<file path="src/rtl/ola_capture_pkg.sv">
// Shared types for the logic-analyser capture controller.
// State enum, registered status-flag bundle and the state-to-flag decode.
// Imported by ola_capture_ctrl; ola_capture_count has no dependency on it.
package ola_capture_pkg;

  typedef enum logic [2:0] {
    ST_IDLE    = 3'd0,
    ST_PREFILL = 3'd1,
    ST_ARMED   = 3'd2,
    ST_POST    = 3'd3,
    ST_DONE    = 3'd4
  } cap_state_t;

  typedef struct packed {
    logic armed;
    logic triggered;
    logic done;
  } cap_flags_t;

  // Status flags seen by software for a given controller state.
  function automatic cap_flags_t state_flags(input cap_state_t s);
    cap_flags_t f;
    f.armed     = (s == ST_ARMED);
    f.triggered = (s == ST_POST) || (s == ST_DONE);
    f.done      = (s == ST_DONE);
    return f;
  endfunction

endpackage

</file>
<file path="src/rtl/ola_capture_count.sv">
// Loadable down-counter with zero/last flags, used for pre- and post-trigger counts.
// Latency: count updates one cycle after load/dec/clr; flags are combinational on count.
// Backpressure: none; dec at zero is ignored (counter saturates at zero).
//
// Ports: clock, reset (async active-low), clr (highest priority), load/load_val,
//        dec, count (current value), zero (count==0), last (count==1).
module ola_capture_count #(
  parameter int width = 10
) (
  input  logic             clock,
  input  logic             reset,
  input  logic             clr,
  input  logic             load,
  input  logic [width-1:0] load_val,
  input  logic             dec,
  output logic [width-1:0] count,
  output logic             zero,
  output logic             last
);

  localparam logic [width-1:0] one = {{(width-1){1'b0}}, 1'b1};

  always_ff @(posedge clock or negedge reset) begin
    if (!reset) begin
      count <= '0;
    end else if (clr) begin
      count <= '0;
    end else if (load) begin
      count <= load_val;
    end else if (dec && !zero) begin
      count <= count - one;
    end
  end

  assign zero = (count == '0);
  assign last = (count == one);

endmodule

</file>
<file path="src/rtl/ola_capture_ctrl.sv">
// Capture controller for an on-chip logic analyser: pre-fill, arm, trigger, post-fill.
// Latency: write strobe/address/data and status flags are registered, one cycle after input.
// Backpressure: none; every qualifying in_valid is written, the sample stream cannot be stalled.
//
// Ports: clock, reset (async active-low); cmd_arm/cmd_abort one-cycle commands;
//        cfg_pre/cfg_post sample counts latched at arm; in_valid/in_sample/in_trigger
//        from the trigger stage; wr_valid/wr_addr/wr_sample to capture memory;
//        trig_addr memory address of the trigger sample; st_armed/st_triggered/st_done.
// Build option: define OLA_CAPTURE_FORCE_EN to add cmd_force, a software trigger that
//        fires on the next in_valid while ARMED.
module ola_capture_ctrl
  import ola_capture_pkg::*;
#(
  parameter int sample_width = 8,
  parameter int addr_width   = 10
) (
  input  logic                    clock,
  input  logic                    reset,
  input  logic                    cmd_arm,
  input  logic                    cmd_abort,
`ifdef OLA_CAPTURE_FORCE_EN
  input  logic                    cmd_force,
`endif
  input  logic [addr_width-1:0]   cfg_pre,
  input  logic [addr_width-1:0]   cfg_post,
  input  logic                    in_valid,
  input  logic [sample_width-1:0] in_sample,
  input  logic                    in_trigger,
  output logic                    wr_valid,
  output logic [addr_width-1:0]   wr_addr,
  output logic [sample_width-1:0] wr_sample,
  output logic [addr_width-1:0]   trig_addr,
  output logic                    st_armed,
  output logic                    st_triggered,
  output logic                    st_done
);

  localparam logic [addr_width-1:0] addr_one = {{(addr_width-1){1'b0}}, 1'b1};

  cap_state_t            state, next_state;
  cap_flags_t            flags;
  logic [addr_width-1:0] wr_ptr;
  logic                  write_en;
  logic                  trig_hit;
  logic                  arm_take;
  logic                  trig_take;
  logic                  pre_dec;
  logic                  post_dec;
  logic [addr_width-1:0] pre_count;
  logic [addr_width-1:0] post_count;
  logic                  pre_zero, pre_last;
  logic                  post_zero, post_last;

`ifdef OLA_CAPTURE_FORCE_EN
  // A forced trigger may arrive between samples; it waits for the next
  // in_valid and is dropped once the controller leaves ARMED.
  logic force_pend;

  assign trig_hit = in_valid && (in_trigger || cmd_force || force_pend);

  always_ff @(posedge clock or negedge reset) begin
    if (!reset) begin
      force_pend <= 1'b0;
    end else if ((state == ST_ARMED) && (next_state == ST_ARMED)) begin
      force_pend <= force_pend | cmd_force;
    end else begin
      force_pend <= 1'b0;
    end
  end
`else
  assign trig_hit = in_valid && in_trigger;
`endif

  // Samples are stored in every capturing state; abort kills the write of
  // the cycle it arrives in.
  assign write_en = in_valid && !cmd_abort &&
                    ((state == ST_PREFILL) || (state == ST_ARMED) || (state == ST_POST));

  always_comb begin
    next_state = state;
    arm_take   = 1'b0;
    trig_take  = 1'b0;
    pre_dec    = 1'b0;
    post_dec   = 1'b0;
    if (cmd_abort) begin
      next_state = ST_IDLE;
    end else begin
      case (state)
        ST_IDLE, ST_DONE: begin
          if (cmd_arm) begin
            arm_take   = 1'b1;
            next_state = (cfg_pre == '0) ? ST_ARMED : ST_PREFILL;
          end
        end
        ST_PREFILL: begin
          if (in_valid) begin
            pre_dec = 1'b1;
            // Count still holds the samples remaining including this one.
            if (pre_last || pre_zero) next_state = ST_ARMED;
          end
        end
        ST_ARMED: begin
          if (trig_hit) begin
            trig_take  = 1'b1;
            next_state = post_zero ? ST_DONE : ST_POST;
          end
        end
        ST_POST: begin
          if (in_valid) begin
            post_dec = 1'b1;
            if (post_last || post_zero) next_state = ST_DONE;
          end
        end
        default: next_state = ST_IDLE;
      endcase
    end
  end

  ola_capture_count #(.width(addr_width)) u_pre_count (
    .clock    (clock),
    .reset    (reset),
    .clr      (cmd_abort),
    .load     (arm_take),
    .load_val (cfg_pre),
    .dec      (pre_dec),
    .count    (pre_count),
    .zero     (pre_zero),
    .last     (pre_last)
  );

  ola_capture_count #(.width(addr_width)) u_post_count (
    .clock    (clock),
    .reset    (reset),
    .clr      (cmd_abort),
    .load     (arm_take),
    .load_val (cfg_post),
    .dec      (post_dec),
    .count    (post_count),
    .zero     (post_zero),
    .last     (post_last)
  );

  always_ff @(posedge clock or negedge reset) begin
    if (!reset) begin
      state <= ST_IDLE;
      flags <= '0;
    end else begin
      state <= next_state;
      flags <= state_flags(next_state);
    end
  end

  // wr_ptr is the address the next sample will take; wr_addr is the
  // registered address of the write currently being presented.
  always_ff @(posedge clock or negedge reset) begin
    if (!reset) begin
      wr_ptr    <= '0;
      wr_valid  <= 1'b0;
      wr_addr   <= '0;
      wr_sample <= '0;
      trig_addr <= '0;
    end else begin
      wr_valid <= write_en;
      if (arm_take) begin
        wr_ptr    <= '0;
        trig_addr <= '0;
      end else if (write_en) begin
        wr_ptr    <= wr_ptr + addr_one;
        wr_addr   <= wr_ptr;
        wr_sample <= in_sample;
        if (trig_take) trig_addr <= wr_ptr;
      end
    end
  end

  assign st_armed     = flags.armed;
  assign st_triggered = flags.triggered;
  assign st_done      = flags.done;

endmodule

</file>
<file path="config.mk">
export PLATFORM = sky130hd
export DESIGN_NAME = ola_capture_ctrl
export DESIGN_NICKNAME = d
export VERILOG_FILES = /design/src/rtl/ola_capture_pkg.sv /design/src/rtl/ola_capture_count.sv /design/src/rtl/ola_capture_ctrl.sv
export SDC_FILE = /design/constraint.sdc
export NUM_CORES = 1
export LEC_CHECK = 0
export BUFFER_PORTS_ARGS = -buffer_cell sky130_fd_sc_hd__buf_2
export CAP_MARGIN = 20
export CORE_MARGIN = 5
export CORE_UTILIZATION = 55
export DETAILED_ROUTE_END_ITERATION = 6
export PLACE_DENSITY = 0.8
export RECOVER_POWER = 100
export SKIP_LAST_GASP = 1
export SLEW_MARGIN = 20
export SYNTH_ARGS = -nofsm -noshare
export SYNTH_HDL_FRONTEND = slang
export SYNTH_HIERARCHICAL = 1
export SYNTH_SLANG_ARGS = --single-unit
</file>
<file path="constraint.sdc">
create_clock -name clock -period 3.9 [get_ports clock]
set_input_delay 1.17 -clock clock [delete_from_list [all_inputs] [get_ports clock]]
set_output_delay 1.17 -clock clock [all_outputs]
set_load 0.02 [all_outputs]
</file>
---- Word level (Yosys, flattened, before mapping) ----
Cells that the tools add are included.
word-level totals
  logic and storage cells ................. 80
  input bits .............................. 34
  flip-flop bits (word level) ............. 65
  output and inout bits ................... 32
operators by class
  reduce and logical (&&, ||, !) cells .... 24
  add/subtract/negate cells ............... 3
  bitwise gates (word level) .............. 1
  mux-type cells .......................... 32
  equality and inequality tests ........... 9
operators by type and width
  kind                     number
  $mux W10                 11
  $logic_not A10 Y1        3
  $mux W3                  8
  $eq A10 B1 Y1 const B    2
  $sub A10 B1 Y10 const B  2
  $eq A3 B2 Y1 const B     4
  $pmux W3 S4              1
  $mux W1                  11
  $add A10 B1 Y10 const B  1
  $eq A3 B3 Y1 const B     2
  $reduce_bool A3 Y1       2
  $logic_and A1 B1 Y1      5
  $logic_or A1 B1 Y1       5
  $reduce_and A2 Y1        2
  $reduce_bool A2 Y1       2
  $eq A3 B1 Y1 const B     1
  $logic_not A1 Y1         3
  $logic_not A3 Y1         1
  $mux W2                  1
  $reduce_or A2 Y1         1
  $not A1 Y1               1

---- Depth between registers and ports, before layout ----
  word-level depth ........................ 8
  mapped depth ............................ 9
  gate-level depth less buffers ........... 8

---- Modules after synthesis ----
Netlist, hierarchy kept.
modules (own cells, without submodules)
  module             cells each  area each (um2)  sequential area each (um2)  times used
  ola_capture_ctrl   206         1974.4           1126.1                      1
  ola_capture_count  86          689.4            250.2                       2

---- Worst setup path before layout ----
OpenSTA, ideal clock, no wires.
  kind .................................... input -> register
  from .................................... input cmd_abort
  to ...................................... register u_post_count.count[2]
  required time ........................... 3.763 ns
  arrival ................................. 2.610 ns
  setup slack ............................. 1.153 ns
  setup time .............................. 0.137 ns
  path buffers ............................ 3
  stages .................................. 7
  cells stage by stage .................... nor4b_1 -> buf_2 -> clkbuf_1 -> clkbuf_1 -> nor3_1 -> o21ai_0 -> o31ai_1
between the ends
  word-level cells in the longest chain between the ends .. 3
  elaborated cells on any way between the ends .. 6
  those cells by class .................... mux: 4; reduce/logical: 2
RTL lines
  item                    line                     text
  start: declaration      ola_capture_ctrl.sv:20   input logic cmd_abort,
  $mux W1 *               ola_capture_ctrl.sv:85   if (cmd_abort) begin
  via arm_take            ola_capture_ctrl.sv:45   logic arm_take;
  $mux W10                ola_capture_count.sv:28  end else if (load) begin
  $mux W10                ola_capture_count.sv:26  end else if (clr) begin
  end signal: assignment  ola_capture_count.sv:29  count <= load_val;
  end signal: assignment  ola_capture_count.sv:31  count <= count - one;
  end: declaration        ola_capture_count.sv:16  output logic [width-1:0] count,
Mark *: on every way through the listed nets, which the timed path passes. The rest lies on a longest branch.
A chain may end at the register's enable or synchronous reset.

---- Worst setup path in the final report ----
  from .................................... input cmd_abort
  to ...................................... register u_post_count.count[4]
between the ends
  word-level cells in the longest chain between the ends .. 3
  elaborated cells on any way between the ends .. 6
  those cells by class .................... mux: 4; reduce/logical: 2
RTL lines
  item                                                    line
  $mux W1                                                 ola_capture_ctrl.sv:85
  $mux W10 / $logic_and A1 B1 Y1 (equally long branches)  ola_capture_count.sv:28, ola_capture_count.sv:30
  $mux W10 / $reduce_bool A3 Y1 (equally long branches)   --
Several ways; a longest one is shown, not always the timed one.

==> results.json <==
{
  "chipHeight_um": 88.08,
  "synth_nets": 417,
  "min_path_type": "reg -> reg",
  "synth_cell_types": 45,
  "min_period_ns": 3.157,
  "final_cell_mix": "81 x nand2_1, 65 x dfrtp_1, 37 x clkbuf_1",
  "syn_avg_cell_area_um2": 8.871,
  "drtIter0Drc": 180,
  "cp_slowest_cell": "clkbuf_1",
  "setup.worst_path.end_class": "flop",
  "clk_pin_slew_worst_paths_ns": 0.08,
  "setup_viol": 0,
  "rsz0062_at_grt": "false",
  "post_route_cells_drive_above_1_share": 0.1323,
  "antennaDiodeCount": 0,
  "yosysWarningCount": 6,
  "dpl.cell_count": 505,
  "slowest_delay_ns": 0.66,
  "path_common_cell": "buf_4",
  "root_buffer": "clkbuf_8",
  "worstMarginPinSlew_ns": 1.965,
  "avgViaCountPerCell": 5.821,
  "fin_tns_setup_ns": 0,
  "final_common_cell": "nand2_1",
  "cts_tree": "yes",
  "crit_arrival_ns": 3.38,
  "cts.sinks": 65,
  "worstPathRequired_ns": 4.12,
  "grt_max_degree": 38,
  "initial_core_util": 0.5664,
  "cts-htree-levels": 3,
  "power_mw": 2.114,
  "drv_slew": 38,
  "cts-buffers-inserted": 9,
  "power.density_mw_per_mm2": 541.5,
  "fin_util": 0.6593,
  "die_x_um": 88.08,
  "antenna_found_initial": 0,
  "ios": 66,
  "path_cells": "clkbuf_1, buf_4, nor4b_2, buf_4, nor3_2, o31ai_1, a32o_1",
  "status": "finished with violations",
  "portBuffers": 65,
  "p_leak_nw": 1.790,
  "vias": 3033,
  "drv_cap": 1,
  "async_reset_ff_frac": 1.000,
  "final_nets": 480,
  "cts-resized-gates": 0,
  "antenna_left": 0,
  "syn_inst": 378,
  "first_pass_iters": 5,
  "rrSetupSlack_ns": 1.32,
  "track_usage": 0.2177,
  "path_max_fanout": 31,
  "hpwl_mm": 5.650,
  "synth_area_mm2": 0.003353,
  "postCtsHoldBufs": 0,
  "period_share": 0.8096,
  "cts_buffer_depth": 2,
  "peakVddDrop_mv": 0.2894,
  "grt_overflow": 0,
  "drcViolationCount": 0,
  "path_class": "in -> reg",
  "synth_ff_type": "dfrtp_1",
  "grt_pass1_wl_mm": 13.10,
  "gp_congestion": 0.9327,
  "clk_latency_ns": 0.34,
  "synth_edf_count": 0,
  "fmax_mhz": 316.7,
  "wirelength_mm": 8.013,
  "postCtsSetupRepairBufs": 0,
  "synthToLayoutAreaGrowth_pct": 16.42,
  "wl_per_cell_um": 15.38,
  "grt_pass1_vias": 2797,
  "fin_cells": 521,
  "fillers": 528,
  "finalClockSkew_ns": 0.006931,
  "yosysSeqAreaShare": 0.4851,
  "critPathLaunchType": "input pin",
  "slew_headroom": -0.3100,
  "final_hold_viol_count": 0,
  "fp-row-count": 28,
  "yosys_register_bits": 65,
  "design.core.area_mm2": 0.005921,
  "die-area_mm2": 0.007758,
  "violations": "capacitance limit, slew limit"
}
report_power, final:
part           switching (mW)  internal (mW)  total, mW
Clock                   0.269          0.379      0.649
Sequential              0.117          0.784      0.901
Combinational           0.365          0.200      0.565
Total                   0.751           1.36       2.11
state kept, by name, indices dropped and copies added (netlist names):
name                count
u_post_count/count     10
st_armed                1
state                   3
st_triggered            1
wr_ptr                 10
trig_addr              10
wr_addr                10
wr_sample               8
st_done                 1
u_pre_count/count      10
wr_valid                1
metrics by stage:
step / hold WS (ns) / instance area (um2) / worst slack [ns]
floorplan: 0.4765 / 3353 / 1.153
global placement: 0.4536 / 3749 / 0.8618
detailed placement: 0.4575 / 3749 / 0.7426
CTS: 0.4764 / 3976 / 1.056
global route: 0.4967 / 3904 / 0.5177
finish: 0.4782 / 3904 / 0.7427
cell type report:
class,instances,area (um2),share of cell area
sequential,65,1627,0.4167
multi-input combinational,281,1587,0.4064
timing repair buffer,72,324.1,0.08301
clock buffer,10,137.6,0.03526
tap,75,93.84,0.02404
clock inverter,6,90.09,0.02308
inverter,12,45.04,0.01154
cells in the mapped netlist (all sizes together), types with 4 or more instances:
library cell	instances	area, um2
a21oi	21	105.1
a31oi	5	31.28
buf	6	30.03
clkbuf	14	52.55
dfrtp	65	1627
ha	5	62.56
inv	12	45.04
mux2i	5	50.05
nand2	81	304.0
nand2b	4	25.02
nand3	9	45.04
nand4	5	37.53
nor2	29	108.9
nor3	16	90.09
nor4b	5	43.79
o211ai	6	45.04
o21ai	31	155.2
o31ai	10	75.07
or3	6	37.54
or4	5	45.04
layer usage:
layer / global-route usage / routed length [um] / up-vias
li1: - / - / 1477
met3: 0.05268 / 534 / 7
met1: 0.2940 / 3415 / 1442
met2: 0.3514 / 3992 / 107
met5: 0 / 0 / -
met4: 0.06319 / 71 / 0
final timing paths:
check | from | to | cells after the start
worst max-delay path | cmd_abort | u_post_count/count[4] | 7
worst min-delay path | wr_sample[7] | wr_sample[7] | 2
worst max register to register | u_pre_count/count[0] | u_pre_count/count[4] | 7
worst min register to register | wr_sample[7] | wr_sample[7] | 2
max in group asynchronous | reset | trig_addr[2] | 2
min in group asynchronous | reset | u_post_count/count[9] | 1
critical path, delay by kind of cell:
| family | cells | cell delay [ns] |
|---|---|---|
| compound gates | 2 | 0.38 |
| buf+inv | 3 | 1.23 |
| simple gates | 2 | 0.58 |
cells by family after synthesis:
kind of cell / count (synthesis) / synth area share
buffers and inverters: 32 / 0.03806
AND/OR/NAND/NOR: 174 / 0.2549
adder cells (fa/ha/maj): 5 / 0.01866
multiplexers: 7 / 0.02164
XOR/XNOR: 3 / 0.007837
AO/OA/AOI/OAI: 92 / 0.1739
flip-flops: 65 / 0.4851
Note: power is estimated with default switching activity, not from simulation.
